[src/rtl/console_writer_if.sv]
// +----------------------------------------------------------------------+
// | console_writer_if: CPU push port plus console stb/ack write bus.    |
// | Revision: 1.0                                                        |
// +----------------------------------------------------------------------+
`default_nettype none

interface console_writer_if;
  logic        push;
  logic [7:0]  push_data;
  logic        full;
  logic        empty;
  logic        busy;
  logic        wb_stb;
  logic [31:0] wb_data;
  logic        wb_ack;
  logic        wb_stall;
  logic        overflow;
  logic        timeout;

  modport master (
    input  push, push_data, wb_ack, wb_stall,
    output full, empty, busy, wb_stb, wb_data, overflow, timeout
  );

  modport slave (
    output push, push_data, wb_ack, wb_stall,
    input  full, empty, busy, wb_stb, wb_data, overflow, timeout
  );
endinterface

`default_nettype wire

[src/rtl/console_writer.sv]
// +----------------------------------------------------------------------+
// | console_writer: FIFO-buffered single-beat console write initiator.  |
// | Optional macro CONSOLE_WRITER_CRLF_EN expands 0x0A into 0x0D,0x0A.  |
// | Revision: 1.0                                                        |
// +----------------------------------------------------------------------+
`default_nettype none

module console_writer #(
  parameter int DEPTH          = 8,
  parameter int TIMEOUT_CYCLES = 64
) (
  input  logic             clk,
  input  logic             rst,
  console_writer_if.master bus
);
  localparam int AW = $clog2(DEPTH);
  localparam int CW = AW + 1;
  localparam int TW = $clog2(TIMEOUT_CYCLES);
  localparam logic [CW-1:0] FULL_COUNT   = CW'(DEPTH);
  localparam logic [TW-1:0] TIMEOUT_LAST = TW'(TIMEOUT_CYCLES - 1);

  localparam logic [0:0] S_IDLE = 1'b0;
  localparam logic [0:0] S_WAIT = 1'b1;

  logic [7:0]    mem [DEPTH];
  logic [AW-1:0] wr_ptr;
  logic [AW-1:0] rd_ptr;
  logic [CW-1:0] count;
  logic [0:0]    state;
  logic [TW-1:0] timer;
  logic          stb;
  logic [31:0]   data;
  logic          overflow;
  logic          timeout;

  logic          fifo_full;
  logic          fifo_empty;
  logic          do_push;
  logic          do_pop;
  logic          issue;
  logic          expire;
  logic [7:0]    head;
  logic [7:0]    tx_byte;

  assign fifo_full  = (count == FULL_COUNT);
  assign fifo_empty = (count == '0);
  assign head       = mem[rd_ptr];
  assign do_push    = bus.push && !fifo_full;

`ifdef CONSOLE_WRITER_CRLF_EN
  logic cr_sent;
  logic insert_cr;

  always_comb begin
    issue     = (state == S_IDLE) && !fifo_empty && !bus.wb_stall;
    expire    = (state == S_WAIT) && !bus.wb_ack && (timer == TIMEOUT_LAST);
    insert_cr = (head == 8'h0A) && !cr_sent;
    tx_byte   = insert_cr ? 8'h0D : head;
    // A lost CR drops its LF too, so the pair never emits half a newline
    do_pop    = (issue && !insert_cr) || (expire && cr_sent);
  end

  always_ff @(posedge clk) begin
    if (rst) begin
      cr_sent <= 1'b0;
    end else if (issue) begin
      cr_sent <= insert_cr;
    end else if (expire && cr_sent) begin
      cr_sent <= 1'b0;
    end
  end
`else
  always_comb begin
    issue   = (state == S_IDLE) && !fifo_empty && !bus.wb_stall;
    expire  = (state == S_WAIT) && !bus.wb_ack && (timer == TIMEOUT_LAST);
    tx_byte = head;
    do_pop  = issue;
  end
`endif

  always_ff @(posedge clk) begin
    if (do_push) begin
      mem[wr_ptr] <= bus.push_data;
    end
  end

  always_ff @(posedge clk) begin
    if (rst) begin
      wr_ptr   <= '0;
      rd_ptr   <= '0;
      count    <= '0;
      overflow <= 1'b0;
    end else begin
      if (do_push) wr_ptr <= wr_ptr + 1'b1;
      if (do_pop)  rd_ptr <= rd_ptr + 1'b1;
      if (bus.push && fifo_full) overflow <= 1'b1;
      if (do_push && !do_pop) begin
        count <= count + 1'b1;
      end else if (!do_push && do_pop) begin
        count <= count - 1'b1;
      end
    end
  end

  always_ff @(posedge clk) begin
    if (rst) begin
      state   <= S_IDLE;
      timer   <= '0;
      stb     <= 1'b0;
      data    <= '0;
      timeout <= 1'b0;
    end else begin
      stb <= 1'b0;
      if (state == S_IDLE) begin
        if (issue) begin
          stb   <= 1'b1;
          data  <= {24'b0, tx_byte};
          timer <= '0;
          state <= S_WAIT;
        end
      end else begin
        // Ack is honoured on the strobe cycle itself as well
        if (bus.wb_ack) begin
          state <= S_IDLE;
        end else if (timer == TIMEOUT_LAST) begin
          timeout <= 1'b1;
          state   <= S_IDLE;
        end else begin
          timer <= timer + 1'b1;
        end
      end
    end
  end

  assign bus.full     = fifo_full;
  assign bus.empty    = fifo_empty;
  assign bus.busy     = (state != S_IDLE) || !fifo_empty;
  assign bus.wb_stb   = stb;
  assign bus.wb_data  = data;
  assign bus.overflow = overflow;
  assign bus.timeout  = timeout;
endmodule

`default_nettype wire

[src/flat_wrapper.sv]
// flat-port wrapper written by rule: the top's interface ports become plain ports
module console_writer_flat 
#(
  parameter int DEPTH          = 8,
  parameter int TIMEOUT_CYCLES = 64
)
  (clk, rst, bus_push, bus_push_data, bus_wb_ack, bus_wb_stall, bus_full, bus_empty, bus_busy, bus_wb_stb, bus_wb_data, bus_overflow, bus_timeout);
  console_writer_if bus_i ();
  input  logic clk;
  input  logic rst;
  input wire logic [$bits(bus_i.push)-1:0] bus_push;
  input wire logic [$bits(bus_i.push_data)-1:0] bus_push_data;
  input wire logic [$bits(bus_i.wb_ack)-1:0] bus_wb_ack;
  input wire logic [$bits(bus_i.wb_stall)-1:0] bus_wb_stall;
  output wire logic [$bits(bus_i.full)-1:0] bus_full;
  output wire logic [$bits(bus_i.empty)-1:0] bus_empty;
  output wire logic [$bits(bus_i.busy)-1:0] bus_busy;
  output wire logic [$bits(bus_i.wb_stb)-1:0] bus_wb_stb;
  output wire logic [$bits(bus_i.wb_data)-1:0] bus_wb_data;
  output wire logic [$bits(bus_i.overflow)-1:0] bus_overflow;
  output wire logic [$bits(bus_i.timeout)-1:0] bus_timeout;
  assign bus_i.push = bus_push;
  assign bus_i.push_data = bus_push_data;
  assign bus_i.wb_ack = bus_wb_ack;
  assign bus_i.wb_stall = bus_wb_stall;
  assign bus_full = bus_i.full;
  assign bus_empty = bus_i.empty;
  assign bus_busy = bus_i.busy;
  assign bus_wb_stb = bus_i.wb_stb;
  assign bus_wb_data = bus_i.wb_data;
  assign bus_overflow = bus_i.overflow;
  assign bus_timeout = bus_i.timeout;
  console_writer #(.DEPTH(DEPTH), .TIMEOUT_CYCLES(TIMEOUT_CYCLES)) u_core (.clk(clk), .rst(rst), .bus(bus_i));
endmodule
[config.mk]
export PLATFORM = sky130hd
export DESIGN_NAME = console_writer_flat
export DESIGN_NICKNAME = d
export VERILOG_FILES = /design/src/rtl/console_writer_if.sv /design/src/rtl/console_writer.sv /design/src/flat_wrapper.sv
export SDC_FILE = /design/constraint.sdc
export NUM_CORES = 1
export LEC_CHECK = 0
export ABC_AREA = 1
export CORE_MARGIN = 1
export CORE_UTILIZATION = 55
export CTS_CLUSTER_DIAMETER = 60
export DETAILED_ROUTE_END_ITERATION = 12
export PLACE_DENSITY = 0.79
export SKIP_CTS_REPAIR_TIMING = 1
export SLEW_MARGIN = 20
export SYNTH_ARGS = -nofsm -noshare
export SYNTH_HDL_FRONTEND = slang
export SYNTH_SLANG_ARGS = --single-unit
[constraint.sdc]
create_clock -name clk -period 2.54 [get_ports clk]
set_clock_uncertainty 0.1 [all_clocks]
set_input_delay 0.381 -clock clk [delete_from_list [all_inputs] [get_ports clk]]
set_output_delay 0.381 -clock clk [all_outputs]
set_load 0.03 [all_outputs]
Yosys cells after proc, flatten, opt, wreduce, memory -nomap -nowiden. Memories as Yosys holds them, arrays and structs flattened. A register that Yosys moved wholly into a read port is not among the register bits. Index checks and enable logic that the tools add are counted. Widths: inputs -> output; s select.

Bitwise gates (word level): 2. Reductions and logical operators: 19. Divide/modulo/power cells: 0. Shift operators: 0. Equality and inequality tests: 4. $lt $le $gt $ge: 0. Multiplexer cells: 12. $mul: 0. Add/sub/neg operators: 5.

Operators by type and width (count): $mux 6 (4); $mux 4 (2); $add 3x1->3 const B (2); $add 6x1->6 const B (1); $eq 6x6->1 const B (1); $logic_and 1x1->1 (6); $mux 1 (6); $reduce_and 3->1 (2); $logic_not 1->1 (5); $add 4x1->4 const B (1); $eq 4x4->1 const B (1); $logic_not 4->1 (1); $ne 2x2->1 const B (2); $reduce_bool 2->1 (2); $sub 4x1->4 const B (1); $not 1->1 (2); $reduce_and 2->1 (1); $reduce_or 2->1 (1); $logic_or 1x1->1 (1).

Input port bits: 13. Bits in latches: 0. RAM bits: 64. Memories: 1. Register bits: 20. ROM bits: 0.

Memories: u_core.mem (depth 8, width 8, read ports 1, clocked after memory_dff 1, wr ports 1, line console_writer.sv:25) `logic [7:0] mem [DEPTH];`.

Logic depth before layout (Yosys ltp). Gate-level depths: netlist of the first run.

Depth after elaboration: 7. Depth in mapped cells: 13. Mapped depth without buffers: 13.

Worst setup path before layout of the first run. No wires, ideal clock.

Kind: input port to flip-flop. From: input bus_wb_stall. To: register u_core.count[3]. Slack: 0.520 ns. Cell stages on the path: 12. Data arrival time: 1.802 ns. Buffers on the path: 1. Path through: nor2_1 > nand2_4 > buf_4 > ha_1 > inv_1 > ha_1 > a21oi_1 > nand2_1 > nand2_1 > nand2_1 > nand2_1 > a21oi_1.

Cells in the longest elaborated chain, start to end: 5. Elaborated cells on any way between the ends: 7. Those cells by class: mux: 1; reduce/logical: 6.

Ends and longest elaborated chain: start: declaration (line flat_wrapper.sv:14) `input wire logic [$bits(bus_i.wb_stall)-1:0] bus_wb_stall;`; $logic_not 1->1 (*) (line console_writer.sv:74) `issue = (state == S_IDLE) && !fifo_empty && !bus.wb_stall;`; $logic_and 1x1->1 (*) (line console_writer.sv:74); $logic_not 1->1 (line console_writer.sv:97) `if (do_push && !do_pop) begin`; $logic_and 1x1->1 (line console_writer.sv:97); $mux 4 or $reduce_bool 2->1 (tied branches); end signal: assignment (line console_writer.sv:98) `count <= count + 1'b1;`; end signal: assignment (line console_writer.sv:100) `count <= count - 1'b1;`; end: declaration (line console_writer.sv:28) `logic [CW-1:0] count;`.

Mark *: on every way between the ends. The rest lies on a longest branch, timed or not. A chain may end at the register's enable or synchronous reset.

Worst setup path after layout of the first run.
From: register u_core.count[0]. To: register u_core.count[3].

Elaborated cells on any way between the ends: 16. Those cells by class: add/sub: 2; eq/ne: 1; mux: 2; reduce/logical: 11.

RTL lines: $eq 4x4->1 (*) (line console_writer.sv:45) `assign fifo_full = (count == FULL_COUNT);`; $logic_not 1->1 (*) (line console_writer.sv:48) `assign do_push = bus.push && !fifo_full;`; $logic_and 1x1->1 (*) (line console_writer.sv:48); via u_core.do_push (line console_writer.sv:38) `logic do_push;`; $logic_not 1->1 (line console_writer.sv:99) `end else if (!do_push && do_pop) begin`; $logic_and 1x1->1 (line console_writer.sv:99); $reduce_bool 2->1 (no source line).

Mark *: on every way through the listed nets, which the timed path passes. The rest lies on a longest branch. The select of a mux whose other input is x is not followed.

==> key figures, run 1 <==
Cells and area
  • Final cell count without fillers: around 600
  • Reg area: 2480 um^2
  • Nets: approximately 500
  • Area of the multi-input gates: 1260 um^2
  • Share of layout cells above drive strength 1: around a tenth
  • Final instance area: 4790 um^2
  • Diodes inserted: 0
  • Area delta synth->final: 13.3%
  • Layout fillers: 576

Synthesis
  • Netlist Area Pre-Place: 4230 um^2
  • Sequential area share after synthesis: just under 60%
  • Syn avg cell area: between 9 and 10 um^2
  • Synthesized instance count: 455
  • Synth top area share: 45.5%
  • Most common cell in the netlist: nand2_1
  • Post-synth EDFFs: 64
  • Distinct cells, synth: 33
  • Synth top area cells: edfxtp_1 (45%), dfxtp_1 (13%), nand2_1 (10%)
  • Yosys reg bits: between 90 and 100
  • Area leader, netlist: edfxtp_1
  • Most used flip-flop cell after synthesis: edfxtp_1
  • Post-synth top cells: nand2_1 (114), inv_1 (70), edfxtp_1 (64)
  • Synth warnings: 0
  • Asr flop ratio synth: 0%

CTS
  • Clock transition at path regs: about 90 ps
  • CTS tree: yes
  • CTS Buf Count: 9
  • Clk buf depth: 2
  • Clk sink count: 92
  • Clock root cell: clkbuf_8
  • H-tree levels: 3
  • Clock Latency Late Sink: 360 ps

Routing
  • Antenna viol nets, final: 0
  • DRT iter0 DRCs: 133
  • Wire per inst: 13.3 um
  • Total wire length: a little under 8 mm
  • Drt pass-1 iters: 5
  • DRC: 0
  • Vias after detailed routing: between 2,000 and 3,000
  • Via-to-Cell Ratio: between 4 and 5

Power and ir drop
  • Power, Total: roughly 4.6 mW
  • Leakage power: between 2 and 2.5 nW
  • Peak VDD IR: 0.582 mV
  • Power per cell area: 956 nW/um^2

Floorplan
  • Core footprint: 7330 um^2
  • Die height: 89.7 um
  • Die width: 89.7 um
  • Starting Density: 57.7%
  • Top Ports: 51
  • # rows: 31
  • Die area: 8040 um^2

STA
  • RSZ-0062 raised after global routing: no
  • Tmin final: around 2200 ps
  • Fmax: roughly 0.44 GHz
  • Hold Fails Final Rpt: 0
  • Setup TNS: 0 ps
  • Final Cycle Share: between 80 and 90%
  • Hold Slack: about 350 ps
  • Pins over their slew limit: 0
  • Endpoints failing setup: 0

Placement
  • Placed Cells: 580
  • Dpl hpwl: between 5 and 6 mm
  • RePlAce Congestion: 0.809
  • Port buffer count: 26
  • Placed cell area: 4540 um^2

Worst setup path
  • Crit Path Class: flip-flop to flip-flop
  • Worst setup SP type: flip-flop
  • CP required: 2680 ps
  • CP max FO: 6
  • Crit path DAT: 2390 ps
  • CP Capture Type: flip-flop

GRT
  • Initial antenna violation count: 0
  • Largest net degree at the start of global routing: 35
  • Number of global-route vias before repair: 2,662
  • GRT Overall Usage: between 20 and 25%
  • First-pass GRT wire length: 12.5 mm
  • Grt ovf: 0

Hold path
  • Tightest Hold Check Type: flip-flop to flip-flop

Flow run
  • Max-cap check violation count: 0

Status
  • Status: complete, no violations
==> routing by layer <==
metal,track usage [%],vias to the layer above,share of wire (%)
met2,37.5,103,51
met3,7.04,15,6.5
met5,0,-,0
met4,9.52,0,2.2
met1,25.6,1384,40
li1,-,1476,-
==> cells in the final DEF (no fill, tap or decap), drive strengths merged <==
cell and count:
xor2 2, clkbuf 10, fa 1, nand3 56, nand2 118, dfxtp 28
xnor2 1, a21oi 22, clkinv 4, bufinv 3, o21bai 1, edfxtp 64
clkinvlp 1, clkdlybuf4s50 26, nor2 25, nor3 1, inv 73, and3 1
buf 17, o21a 1, ha 6, nor4 1, conb 24, o21ai 11
==> flip-flops by register name (all words and copies together) (netlist names) <==
| name | count |
|---|---|
| u_core.mem | 64 |
| u_core.bus.wb_stb | 1 |
| u_core.bus.timeout | 1 |
| u_core.timer | 6 |
| u_core.rd_ptr | 3 |
| u_core.count | 4 |
| u_core.bus.overflow | 1 |
| u_core.bus.wb_data | 8 |
| u_core.state | 1 |
| u_core.wr_ptr | 3 |
==> layout make-up <==
| type | instances | area share, % |
|---|---|---|
| clock buffers | 10 | 2.87 |
| clock inverters | 6 | 2.32 |
| inverters | 75 | 5.95 |
| multi-input cells | 271 | 26.4 |
| flip-flops and latches | 92 | 51.8 |
| well taps | 99 | 2.59 |
| repair buffers | 43 | 8.10 |
==> worst max-delay path, cell delays in order (launching register included) <==
cell and delay [ps]:
dfxtp_1 380, nor2_2 180, nand3_1 110, nand2_1 160, inv_1 100, ha_1 220
inv_1 120, ha_1 290, a21oi_1 210, nand2_1 70, nand2_1 60, nand2_1 50
nand2_1 50, a21oi_1 50
==> worst paths after layout <==
| path | depth (start not counted) | slack, ps | startpoint | to |
|---|---|---|---|---|
| setup / recovery | 13 | 290 | u_core.count[0] | u_core.count[3] |
| hold / removal | 2 | 350 | u_core.bus.overflow | u_core.bus.overflow |
| setup reg to reg | 13 | 290 | u_core.count[0] | u_core.count[3] |
| hold reg to reg | 2 | 350 | u_core.bus.overflow | u_core.bus.overflow |
==> metrics by stage <==
stage          setup slack [ps]  util, %
6_report                    290     65.4
5_1_grt                     101     65.4
4_1_cts                     279     65.4
3_5_place_dp               97.4     62.0
3_3_place_gp                188     62.0
2_1_floorplan               520        -
==> report_power, final <==
part / total, mW / internal (mW) / switching [mW]
Combinational: 1.52 / 0.533 / 0.983
Sequential: 1.89 / 1.77 / 0.125
Clock: 1.17 / 0.680 / 0.492
==> logic make-up (layout without fill, tap and decap cells) <==
kind of cell | after synthesis | in the layout | share of synthesized area, %
compound gates | 35 | 35 | 4.53
flops | 92 | 92 | 58.7
xor+xnor | 3 | 3 | 0.622
other cells | 1 | 24 | 0.0887
buf+inv | 115 | 134 | 13.5
simple gates | 202 | 202 | 20.3
fa+ha+maj | 7 | 7 | 2.25
(Power assumes the default switching activity.)
==> inputs of run 2 (changes only) <==
- CORE_ASPECT_RATIO: unset -> 0.9
- CORE_UTILIZATION: 55 -> 59
- PLACE_DENSITY: 0.79 -> 0.84
- clock period: 2.54 -> 2.9 ns (I/O delays scaled with it)
==> run 2 against run 1 <==
Core utilization up 4.2 points. Die area shrank 6.6%. Sequential power is 11% lower. Largest power group unchanged. Final cell count shrank 2.5%. Non-clock buffer count decreased by 6. Wire length increased by 4.7%. Flip-flop and latch count stayed put. Combinational power decreased by 14%. Critical endpoint is now bus_full.
==> key figures, run 2 (synthesis results as in run 1) <==
Floorplan
  • Starting Density: 62.5% (+4.9 points)
  • Die height: 82.3 um (-8.2%)
  • # rows: 28 (-9.7%)
  • Top Ports: 51 (unchanged)
  • Die area: 7510 um^2 (-6.6%)
  • Core footprint: 6760 um^2 (-7.8%)
  • Die width: 91.2 um (+1.7%)

STA
  • Fmax: around 0.43 GHz
  • Final Cycle Share: 80.2%
  • Setup TNS: 0 ps (unchanged)
  • Hold Fails Final Rpt: 0 (unchanged)
  • RSZ-0062 raised after global routing: no
  • Endpoints failing setup: 0 (unchanged)
  • Hold Slack: 371 ps (+16.9 ps)
  • Pins over their slew limit: 0 (unchanged)
  • Relative slew slack: a little over half
  • Tmin final: 2330 ps
  • Worst-margin pin slew: 692 ps

CTS
  • H-tree levels: 3 (unchanged)
  • Clock Latency Late Sink: 360 ps (about the same)
  • Clock transition at path regs: 80 ps (about the same)
  • CTS tree: yes
  • Clock root cell: clkbuf_8
  • Clk buf depth: 2 (unchanged)
  • Clk sink count: 92 (unchanged)
  • CTS Buf Count: 9 (unchanged)

Power and ir drop
  • Peak VDD IR: 0.493 mV (-15%)
  • Power per cell area: 829 nW/um^2 (-13%)
  • Leakage power: 2.04 nW (-2.2%)

Placement
  • Dpl hpwl: 5.45 mm (+1.5%)
  • RePlAce Congestion: 0.870 (+7.6%)
  • Placed cell area: 4490 um^2 (-1.2%)
  • Port buffer count: 26 (unchanged)

Cells and area
  • Most flops, register: u_core.mem
  • Most common cell after layout, fill and taps aside: nand2_1
  • Area delta synth->final: 11.2%
  • Commonest non-fill, non-tap cells in the layout: nand2_1 (114), inv_1 (70), edfxtp_1 (64)
  • Share of layout cells above drive strength 1: 8.15% (-1.3 points)
  • Diodes inserted: 0 (unchanged)
  • Nets: 506 (-1.2%)
  • Final instance area: 4700 um^2 (-1.9%)
  • Max reg flops: 64 (unchanged)

Worst setup path
  • FF-to-FF path depth: 13 (unchanged)
  • CP max FO: 4 (-2)
  • Worst setup SP type: flip-flop
  • CP Capture Type: primary output
  • Worst r2r src: u_core.count[0]
  • Crit Path Class: flip-flop to primary output
  • CP required: 2370 ps (-310 ps)
  • Crit path DAT: 1790 ps (-600 ps)
  • Worst R2R End: u_core.count[3]
  • Reg-to-reg slack, setup: 660 ps (+370 ps)

Routing
  • Antenna viol nets, final: 0 (unchanged)
  • Via-to-Cell Ratio: 5.19 (+3.9%)
  • DRC: 0 (unchanged)
  • Drt pass-1 iters: 5 (unchanged)
  • Total wire length: 8.32 mm (+4.7%)
  • Wire per inst: 14.3 um (+7.4%)
  • DRT iter0 DRCs: 253 (+90%)
  • Vias after detailed routing: 3,017 (+1.3%)

Hold path
  • Hold_sp: u_core.bus.wb_data[6]
  • Hold Path Sink: u_core.bus.wb_data[6]
  • Min-Delay Path Depth: 2 (unchanged)
  • Tightest Hold Check Type: flip-flop to flip-flop

GRT
  • First-pass GRT wire length: 13.3 mm (+6.2%)
  • Number of global-route vias before repair: 2,831 (+6.3%)
  • Largest net degree at the start of global routing: 35 (unchanged)
  • GRT Overall Usage: 24.0% (+2.0 points)
  • Grt ovf: 0 (unchanged)
  • Initial antenna violation count: 0 (unchanged)

Flow run
  • Max-cap check violation count: 0 (unchanged)

Status
  • Status: complete, no violations
## run 2: stage by stage
stage / instances / worst slack (ps) / util (%) / power [mW]
floorplan: 478 / 826 / - / 2.67
global placement: 565 / 410 / 66.3 / 2.93
detailed placement: 565 / 363 / 66.3 / 2.99
CTS: 581 / 564 / 69.5 / 3.90
global route: 581 / 433 / 69.5 / 4.11
finish: 581 / 573 / 69.5 / 3.89
## run 2: worst max-delay path by stage
stage                            to  slack (ps)       startpoint
floorplan           u_core.count[3]         830     bus_wb_stall
global placement    u_core.count[3]         410     bus_wb_stall
detailed placement  u_core.count[3]         360     bus_wb_stall
CTS                        bus_full         560  u_core.count[0]
global route        u_core.count[3]         430  u_core.count[0]
finish                     bus_full         570  u_core.count[0]
## run 2: area by class of cell
cell class / instances / area [um^2]
Clock inverter: 7 / 90.1
Multi-Input combinational cell: 271 / 1260
Sequential cell: 92 / 2480
Fill cell: 502 / 2060
Inverter: 75 / 285
Tap cell: 90 / 113
Clock buffer: 9 / 124
Timing Repair Buffer: 37 / 343
## run 2: worst max-delay path, cell delays in order (launching register included)
cell             delay [ps]
dfxtp_1                 380
nor2_2                  180
nand3_1                 110
inv_1                    90
clkdlybuf4s50_1         680
## run 2: power by group
part | switching [mW] | internal, mW | total (mW) | leakage [nW]
clock | 0.438 | 0.482 | 0.921 | 0.107
sequential | 0.130 | 1.55 | 1.68 | 0.810
combinational | 0.850 | 0.447 | 1.30 | 1.12
## run 2: metal layers
metal  part of all wire (%)  track usage [%]  up-vias
met2                     48             40.2      141
met1                     42             29.9     1391
li1                       -                -     1464
met3                    7.1             4.67       21
met5                      0                0        -
met4                    2.6             13.8        0
==> inputs of run 3 (changes only) <==
- CORE_UTILIZATION: 59 -> 50
- PLACE_DENSITY: 0.84 -> 0.76
- clock period: 2.9 -> 2 ns (I/O delays scaled with it)
==> run 3 against run 2 <==
Wire length rose by 0.38%. Worst hold slack got worse by 8.6 ps. Die area rose by 18%. Flip-flop and latch count did not move. First-iteration DRC count fell by 32%. Final area rose by 2.0%. Via count rose by 0.36%. Setup slack got worse by 490 ps. Core utilization fell by 10 points. Global-route usage fell by 4.1 points. Critical path type is now flip-flop to flip-flop. Largest cell class unchanged. Highest routed layer unchanged.
==> key figures, run 3 (synthesis results as in run 1) <==
CTS
  • CTS tree: yes
  • Clock Latency Late Sink: 350 ps (about the same)
  • Clock root cell: clkbuf_8
  • Clock transition at path regs: 80 ps (about the same)
  • H-tree levels: 3 (unchanged)
  • Clk buf depth: 2 (unchanged)
  • Clk sink count: 92 (unchanged)
  • CTS Buf Count: 9 (unchanged)

GRT
  • Largest net degree at the start of global routing: 35 (unchanged)
  • Number of global-route vias before repair: 2,857 (+0.92%)
  • GRT Overall Usage: 20.0% (-4.1 points)
  • First-pass GRT wire length: 13.2 mm (-0.94%)
  • Initial antenna violation count: 0 (unchanged)
  • Grt ovf: 0 (unchanged)

Floorplan
  • Top Ports: 51 (unchanged)
  • Die area: 8830 um^2 (+18%)
  • Die width: 98.9 um (+8.4%)
  • Die height: 89.2 um (+8.4%)
  • Starting Density: 52.2% (-10 points)
  • Core footprint: 8110 um^2 (+20%)
  • # rows: 31 (+11%)

Cells and area
  • Most common cell after layout, fill and taps aside: nand2_1
  • Nets: 515 (+1.8%)
  • Max reg flops: 64 (unchanged)
  • Commonest non-fill, non-tap cells in the layout: nand2_1 (114), inv_1 (69), edfxtp_1 (64)
  • Final cell count without fillers: 599 (+3.1%)
  • Diodes inserted: 0 (unchanged)
  • Share of layout cells above drive strength 1: 11.0% (+2.9 points)
  • Area delta synth->final: 13.4%
  • Most flops, register: u_core.mem

Routing
  • DRT iter0 DRCs: 171 (-32%)
  • Wire per inst: 13.9 um (-2.6%)
  • Met3 Wirelength: 611 um (+3.0%)
  • DRT met1 WL: 3.49 mm (-0.29%)
  • Via-to-Cell Ratio: 5.06 (-2.7%)
  • DRC: 0 (unchanged)
  • Total wire length: 8.35 mm (+0.38%)
  • Antenna viol nets, final: 0 (unchanged)
  • Met2 routed WL: 4.12 mm (+2.8%)
  • Drt pass-1 iters: 4 (-1)
  • Highest metal used: met4
  • Vias after detailed routing: 3,028 (+0.36%)

Power and ir drop
  • Leakage power: 2.11 nW (+3.6%)
  • Power, Total: 5.64 mW (+45%)
  • Power per cell area: 1180 nW/um^2 (+42%)
  • Peak VDD IR: 0.753 mV (+53%)

STA
  • Tmin final: 1910 ps
  • Hold Fails Final Rpt: 0 (unchanged)
  • Endpoints failing setup: 0 (unchanged)
  • Final Cycle Share: between 90 and 100%
  • Pins over their slew limit: 0 (unchanged)
  • Hold Slack: 363 ps (-8.64 ps)
  • Fmax: between 0.5 and 0.6 GHz

Placement
  • RePlAce Congestion: 0.803 (-7.8%)
  • Dpl hpwl: 5.53 mm (+1.6%)
  • Placed Cells: 582 (+3.0%)
  • Port buffer count: 26 (unchanged)

Flow run
  • Max-cap check violation count: 0 (unchanged)

Hold path
  • Tightest Hold Check Type: flip-flop to flip-flop

Worst setup path
  • CP required: 2150 ps (-220 ps)
  • Crit Path Class: flip-flop to flip-flop
  • CP max FO: 3 (-1)
  • Worst setup SP type: flip-flop
  • Crit path DAT: 2060 ps (+270 ps)
  • Reg-to-reg slack, setup: 90 ps (-570 ps)
  • CP Capture Type: flip-flop

Status
  • Status: complete, no violations
## run 3: final timing paths
| check | from | end | cells past startpoint |
|---|---|---|---|
| worst max-delay path | u_core.count[2] | u_core.count[2] | 10 |
| worst min-delay path | u_core.bus.overflow | u_core.bus.overflow | 2 |
| worst max register to register | u_core.count[2] | u_core.count[2] | 10 |
| worst min register to register | u_core.bus.overflow | u_core.bus.overflow | 2 |
## run 3: critical path, stage by stage, from the launching register on
cell and delay (ps):
dfxtp_4 380, inv_1 60, nand3_1 100, nand2_1 70
inv_1 90, ha_2 190, inv_2 60, fa_1 400
xor2_1 160, o21ai_0 150, inv_1 50
## run 3: cell type report
class	count	area [um^2]
Inverter	75	285
Clock buffer	14	173
Sequential cell	92	2490
Tap cell	99	124
Clock inverter	2	10.0
Fill cell	697	3310
Timing Repair Buffer	46	418
Multi-Input combinational cell	271	1290
## run 3: report_power, final
group / switching, mW / total, mW / internal, mW
combinational: 1.31 / 2.08 / 0.762
sequential: 0.154 / 2.41 / 2.26
clock: 0.598 / 1.15 / 0.552
## run 3: per-layer routing
layer | track usage, % | vias up
li1 | - | 1480
met1 | 24.1 | 1421
met2 | 34.3 | 115
met3 | 5.47 | 12
met4 | 8.41 | 0
met5 | 0 | -
## run 3: stage by stage
| stage | instance area (um^2) | setup slack [ps] | util [%] | TNS (ps) |
|---|---|---|---|---|
| after detailed placement | 4560 | -282 | 56.3 | -586 |
| after global placement | 4560 | -183 | 56.3 | -335 |
| after floorplan | 4320 | 12.1 | - | 0 |
| final | 4790 | 85.4 | 59.1 | 0 |
| after global routing | 4790 | -2.56 | 59.1 | -2.56 |
| after CTS | 4740 | -163 | 58.5 | -490 |
